--- src/rtl/bcd_time_counter_pkg.sv ---
// Shared types and constants for the BCD time-of-day counter.
// bcd_inc steps a two-digit BCD field by one and wraps at (max_h, max_l).
package bcd_time_counter_pkg;

   typedef logic [3:0] bcd_t;

   typedef struct packed {
      bcd_t hi;
      bcd_t lo;
   } bcd_pair_t;

   localparam bcd_t SEC_MAX_H     = 4'd5;
   localparam bcd_t MIN_MAX_H     = 4'd5;
   localparam bcd_t HR_MAX_H      = 4'd2;
   localparam bcd_t HR_MAX_L_AT_2 = 4'd3;
   localparam bcd_t DIGIT_MAX     = 4'd9;

   function automatic bcd_pair_t bcd_inc(input bcd_pair_t v, input bcd_t max_h,
                                         input bcd_t max_l);
      bcd_pair_t r;
      if (v.hi == max_h && v.lo == max_l) begin
         r = '0;
      end else if (v.lo == DIGIT_MAX) begin
         r.hi = v.hi + 4'd1;
         r.lo = 4'd0;
      end else begin
         r.hi = v.hi;
         r.lo = v.lo + 4'd1;
      end
      return r;
   endfunction

endpackage

--- src/rtl/bcd_time_counter_tick_gen.sv ---
// Prescaler: counts 0..CLK_HZ-1 while in_RUN is high and flags the terminal count
// as a one-cycle tick.
module bcd_time_counter_tick_gen #(
   parameter int unsigned CLK_HZ = 50000000,
   parameter int unsigned CNT_W  = 26
) (
   input  logic in_CLK,
   input  logic in_RST,
   input  logic in_RUN,
   output logic out_TICK
);

   localparam logic [CNT_W-1:0] CntLast = CNT_W'(CLK_HZ - 1);

   logic [CNT_W-1:0] cnt_q, cnt_d;

   always_comb begin
      out_TICK = in_RUN && (cnt_q == CntLast);
      cnt_d    = cnt_q;
      if (in_RUN) begin
         cnt_d = (cnt_q == CntLast) ? '0 : cnt_q + 1'b1;
      end
   end

   always_ff @(posedge in_CLK or posedge in_RST) begin
      if (in_RST) begin
         cnt_q <= '0;
      end else begin
         cnt_q <= cnt_d;
      end
   end

endmodule

--- src/rtl/bcd_time_counter.sv ---
// 24-hour hh:mm:ss counter kept as six BCD digits, advanced by a 1 Hz tick and by
// single-cycle minute/hour set pulses.
module bcd_time_counter
   import bcd_time_counter_pkg::*;
#(
   parameter int unsigned CLK_HZ = 50000000,
   parameter int unsigned CNT_W  = 26
) (
   input  logic in_CLK,
   input  logic in_RST,
   input  logic in_RUN,
   input  logic in_SET_MIN,
   input  logic in_SET_HR,
   output bcd_t out_SEC_L,
   output bcd_t out_SEC_H,
   output bcd_t out_MIN_L,
   output bcd_t out_MIN_H,
   output bcd_t out_HR_L,
   output bcd_t out_HR_H,
   output logic out_TICK
);

   logic      tick;
   logic      sec_carry, min_carry;
   bcd_pair_t sec_q, sec_d, min_q, min_d, hr_q, hr_d;
   logic      tick_q, tick_d;

   bcd_time_counter_tick_gen #(
      .CLK_HZ(CLK_HZ),
      .CNT_W (CNT_W)
   ) u_tick_gen (
      .in_CLK  (in_CLK),
      .in_RST  (in_RST),
      .in_RUN  (in_RUN),
      .out_TICK(tick)
   );

   // Carries come only from the tick ripple; set pulses never carry upward, and a set
   // plus a carry in the same cycle step the field twice.
   always_comb begin
      sec_carry = tick && (sec_q.hi == SEC_MAX_H) && (sec_q.lo == DIGIT_MAX);
      min_carry = sec_carry && (min_q.hi == MIN_MAX_H) && (min_q.lo == DIGIT_MAX);

      sec_d = sec_q;
      if (tick) sec_d = bcd_inc(sec_q, SEC_MAX_H, DIGIT_MAX);

      min_d = min_q;
      if (in_SET_MIN) min_d = bcd_inc(min_d, MIN_MAX_H, DIGIT_MAX);
      if (sec_carry)  min_d = bcd_inc(min_d, MIN_MAX_H, DIGIT_MAX);

      hr_d = hr_q;
      if (in_SET_HR) hr_d = bcd_inc(hr_d, HR_MAX_H, HR_MAX_L_AT_2);
      if (min_carry) hr_d = bcd_inc(hr_d, HR_MAX_H, HR_MAX_L_AT_2);

      tick_d = tick;
   end

   always_ff @(posedge in_CLK or posedge in_RST) begin
      if (in_RST) begin
         sec_q  <= '0;
         min_q  <= '0;
         hr_q   <= '0;
         tick_q <= 1'b0;
      end else begin
         sec_q  <= sec_d;
         min_q  <= min_d;
         hr_q   <= hr_d;
         tick_q <= tick_d;
      end
   end

   assign out_SEC_L = sec_q.lo;
   assign out_SEC_H = sec_q.hi;
   assign out_MIN_L = min_q.lo;
   assign out_MIN_H = min_q.hi;
   assign out_HR_L  = hr_q.lo;
   assign out_HR_H  = hr_q.hi;
   assign out_TICK  = tick_q;

endmodule

--- config.mk ---
export PLATFORM = sky130hd
export DESIGN_NAME = bcd_time_counter
export DESIGN_NICKNAME = d
export VERILOG_FILES = /design/src/rtl/bcd_time_counter_pkg.sv /design/src/rtl/bcd_time_counter_tick_gen.sv /design/src/rtl/bcd_time_counter.sv
export SDC_FILE = /design/constraint.sdc
export NUM_CORES = 1
export LEC_CHECK = 0
export ABC_CLOCK_PERIOD_IN_PS = 2800
export CAP_MARGIN = 10
export CORE_UTILIZATION = 52
export DETAILED_ROUTE_END_ITERATION = 8
export HOLD_SLACK_MARGIN = 0.1
export PLACE_DENSITY = 0.79
export SYNTH_ARGS = -nofsm -noshare
export SYNTH_HDL_FRONTEND = slang
export SYNTH_SLANG_ARGS = --single-unit
--- constraint.sdc ---
create_clock -name in_CLK -period 2.8 [get_ports in_CLK]
set_input_delay 0.42 -clock in_CLK [delete_from_list [all_inputs] [get_ports in_CLK]]
set_output_delay 0.42 -clock in_CLK [all_outputs]
set_load 0.005 [all_outputs]
Word-level counts from Yosys, hierarchy flattened
Index checks and enable logic that the tools add are counted.
{"block": "word_totals", "wordCells": 59, "input_bits": 5, "out_inout_bits": 25, "register_bits": 51}
{"block": "classes", "reduce_logical": 12, "eq_ne": 13, "n_addsub": 11, "mux": 15}
{"cell": "$mux 8", "n": 14}
{"cell": "$add 4x1->4 const B", "n": 10}
{"cell": "$add 26x1->26 const B", "n": 1}
{"cell": "$eq 26x26->1 const B", "n": 1}
{"cell": "$mux 26", "n": 1}
{"cell": "$eq 4x4->1 const B", "n": 5}
{"cell": "$eq 4x2->1 const B", "n": 4}
{"cell": "$eq 4x3->1 const B", "n": 3}
{"cell": "$logic_and 1x1->1", "n": 10}
{"cell": "$reduce_and 2->1", "n": 1}
{"cell": "$reduce_bool 2->1", "n": 1}

Depth between registers and ports, before layout
{"block": "depth", "depth_word": 8, "depth_mapped": 11, "ltp_nobuf": 10}

Cells and area by module
A second synthesis with hierarchy kept.
{"block": "hier_totals", "hier_cells": 349, "area_unflattened_um2": 3294.4}
{"mod": "bcd_time_counter", "instances": 1, "cells_per_inst": 223, "area_each_um2": 1980.6}
{"mod": "bcd_time_counter_tick_gen", "instances": 1, "cells_per_inst": 126, "area_each_um2": 1313.8}

Worst setup path before layout
OpenSTA, ideal clock, no wires.
{"block": "synth_path", "path_kind": "flip-flop to flip-flop", "startpoint": "register hr_q, in the netlist out_HR_L[0]", "endpoint": "register hr_q, in the netlist out_HR_H[3]", "setup_slack_ns": -0.226, "t_arrival_ns": 2.896, "path_stages_with_launch": 11, "path_cell_list": "dfrtp_1 ha_1 and4b_1 clkbuf_1 a31o_2 nor2_1 ha_1 inv_1 or4_1 or4_4 xnor2_1"}
{"item": "start: declaration", "line_no": "bcd_time_counter.sv:25", "text": "bcd_pair_t sec_q, sec_d, min_q, min_d, hr_q, hr_d;"}
{"item": "start signal: assignment", "line_no": "bcd_time_counter.sv:67", "text": "hr_q <= hr_d;"}

==> flow_summary.toml <==
[detailed_routing]
ant_nets = 0
wire_per_inst_um = 14.8
viasPerCell = 5.95
wl_um = 7440
drt_pass1_iterations = 4
route.detailed.drc = 0
vias = 2992
drtIter0Drc = 101

[synth]
synth-main-ff-cell = "dfrtp_1"
synth_area_leaders = "dfrtp_1 (38%), ha_1 (7.9%), xnor2_1 (4.5%)"
yosysSeqAreaShare_pct = 38.2
synth_cell_types = 60
yosysMostFrequentCell = "dfrtp_1"
yosysTopAreaCell = "dfrtp_1"
synth_fp_nets = 390
synth.avg_cell_area_um2 = 9.17
synthArstFlopShare_pct = 100
netlist_instances = 364
ys.warnings.count = 0
post-synth-top-area-fraction_pct = 38.2
netlist_area_um2 = 3340
synth_edf_count = 0
synthTopCellsByCount = "dfrtp_1 (51), nand2_1 (31), nor2_1 (28)"
ys_ff_latch = 51

[clock_network]
hold_buffers = 0
numClockSinks = 51
insertion_delay_ps = 310
htree_levels = 2
clockBufferDepth = 2
numCtsBuffers = 5
clockRootBuffer = "clkbuf_8"
tritoncts = "yes"
clk_pin_slew_worst_paths_ps = 90

[layout]
area_growth_syn_to_layout_pct = 23.1
diodes = 0
finalNetCount = 453
fin_cells = 503
final_util_pct = 67.8
drive_gt1_share_pct = 16.1

[die]
die_w_um = 82.1
die-area_um2 = 6750
die_h_um = 82.1
rows = 28
ios = 30
initial_core_util_pct = 55.1
core_region_area_um2 = 6060

[power_and_ir_drop]
power.density_nw_per_um2 = 682
p_leak_nw = 1.83
peakVddDrop_mv = 0.489

[outcome]
status = "complete, no violations"

[critical_path]
path_max_fanout = 5
critical-path-slowest-cell = "or4_4"
critPathBufInv = 2
cp_top_family = "simple AND/OR/NAND/NOR gates"
path_common_cell = "or4_4"
max_stage_delay_ps = 540
cp-end-kind = "register"
cp.required_ps = 2980
start_kind = "input pin"
cp_data_arrival_time_ps = 2920
path_cells = "clkdlybuf4s50_1, and2_4, and3_1, o32a_1, ha_4, inv_1, or4_4, or4_4, xnor2_1"
crit_type = "in2reg"

[sta]
finalHoldViolations = 0
worst_slew_pin_slew_ps = 554
finalMaxSlewViolations = 0
skew_ps = 9.15
setup_viol = 0
fin_crit_ps = 2740
post-route-period-util_pct = 97.9
max_freq_ghz = 0.365
max_slew_margin_pct = 62.7
grt_setup_unrepaired = "false"

[global_routing]
grt_pass1_wl_um = 11900
grt_max_degree = 27
grt_use_total_pct = 23.0
gr-total-overflow = 0
antenna_found_initial = 0
first_global_vias = 2763

[placed_design]
dp_hpwl_um = 5640
port_buffers = 29
place_inst = 494
gp_congestion = 0.872

[hold_path]
hold_path.class = "in2async"

[job]
cap_violations = 0
layout make-up:
class | count | area [um^2]
fillers | 481 | 1950
multi-input cells | 282 | 1990
well taps | 75 | 93.8
inverters | 21 | 78.8
repair buffers | 66 | 568
flip-flops and latches | 51 | 1280
clock buffers | 8 | 100
cells in the final DEF, fill, tap and decap left out, types with 4 or more instances in the layout:
cell type,synthesis,routed
nor3_1,8,8
and3_1,6,6
dfrtp_1,51,50
xnor2_1,17,17
o211ai_1,6,6
ha_1,21,19
nand2_1,31,31
nand2b_1,5,5
or3_1,6,6
and3b_1,6,6
a21oi_1,11,11
xor2_1,14,14
buf_4,1,37
inv_1,21,20
nand3_1,15,15
mux2i_1,4,4
nand4_1,15,15
nor4_1,7,6
clkbuf_8,0,7
nor2_1,28,27
clkdlybuf4s50_1,0,29
mux2_2,4,4
o21ai_0,17,17
worst paths after layout:
| check | from | endpoint | slack (ps) | cells after the start |
|---|---|---|---|---|
| setup / recovery | in_SET_HR | out_HR_H[3] | 60 | 9 |
| hold / removal | in_RST | u_tick_gen.cnt_q[22] | 480 | 2 |
| setup reg to reg | out_HR_H[2] | out_HR_H[3] | 80 | 8 |
| hold reg to reg | u_tick_gen.cnt_q[9] | u_tick_gen.cnt_q[9] | 530 | 1 |
| max in group asynchronous | in_RST | u_tick_gen.cnt_q[6] | 1730 | 3 |
| min in group in_CLK | u_tick_gen.cnt_q[9] | u_tick_gen.cnt_q[9] | 530 | 1 |
layer usage:
layer | wire, um | GRT usage (%)
met5 | 0 | 0
met1 | 3270 | 27.3
met3 | 227 | 3.96
met4 | 196 | 10.4
met2 | 3750 | 40.7
where the power goes:
part / switching, mW / internal, mW
logic: 0.625 / 0.680
clock network: 0.235 / 0.226
registers: 0.177 / 0.861
repair_timing:
action,CTS,global route
pin swaps,0,2
endpoints found under the setup margin,1,1
resized for setup,1,4
setup buffers,0,1
registers in the layout, summed over array words and instances (netlist names):
register	count
out_HR_H	4
out_HR_L	4
out_MIN_H	4
out_MIN_L	4
out_SEC_H	4
out_SEC_L	4
out_TICK	1
u_tick_gen.cnt_q	26
cells by family after synthesis:
kind of cell | count (synthesis) | synth area share, %
AOI/OAI and AO/OA | 64 | 13.0
and+or+nand+nor | 158 | 26.6
muxes | 8 | 2.55
adders and majority gates | 21 | 7.87
DFF | 51 | 38.2
xor gates and xnor gates | 31 | 8.13
buffers and inverters | 31 | 3.67
through the flow:
stage	setup TNS, ps	total power [mW]	instance area, um^2	hold slack (ps)	setup WS, ps
global route	0	3.02	4110	542	3.53
detailed placement	-912	2.30	3980	516	-346
floorplan	0	1.76	3370	477	28.2
finish	0	2.80	4110	476	58.6
global placement	-343	2.24	3980	513	-232
CTS	0	2.76	4080	495	20.6
No activity file was read; power rests on OpenSTA's default activity.
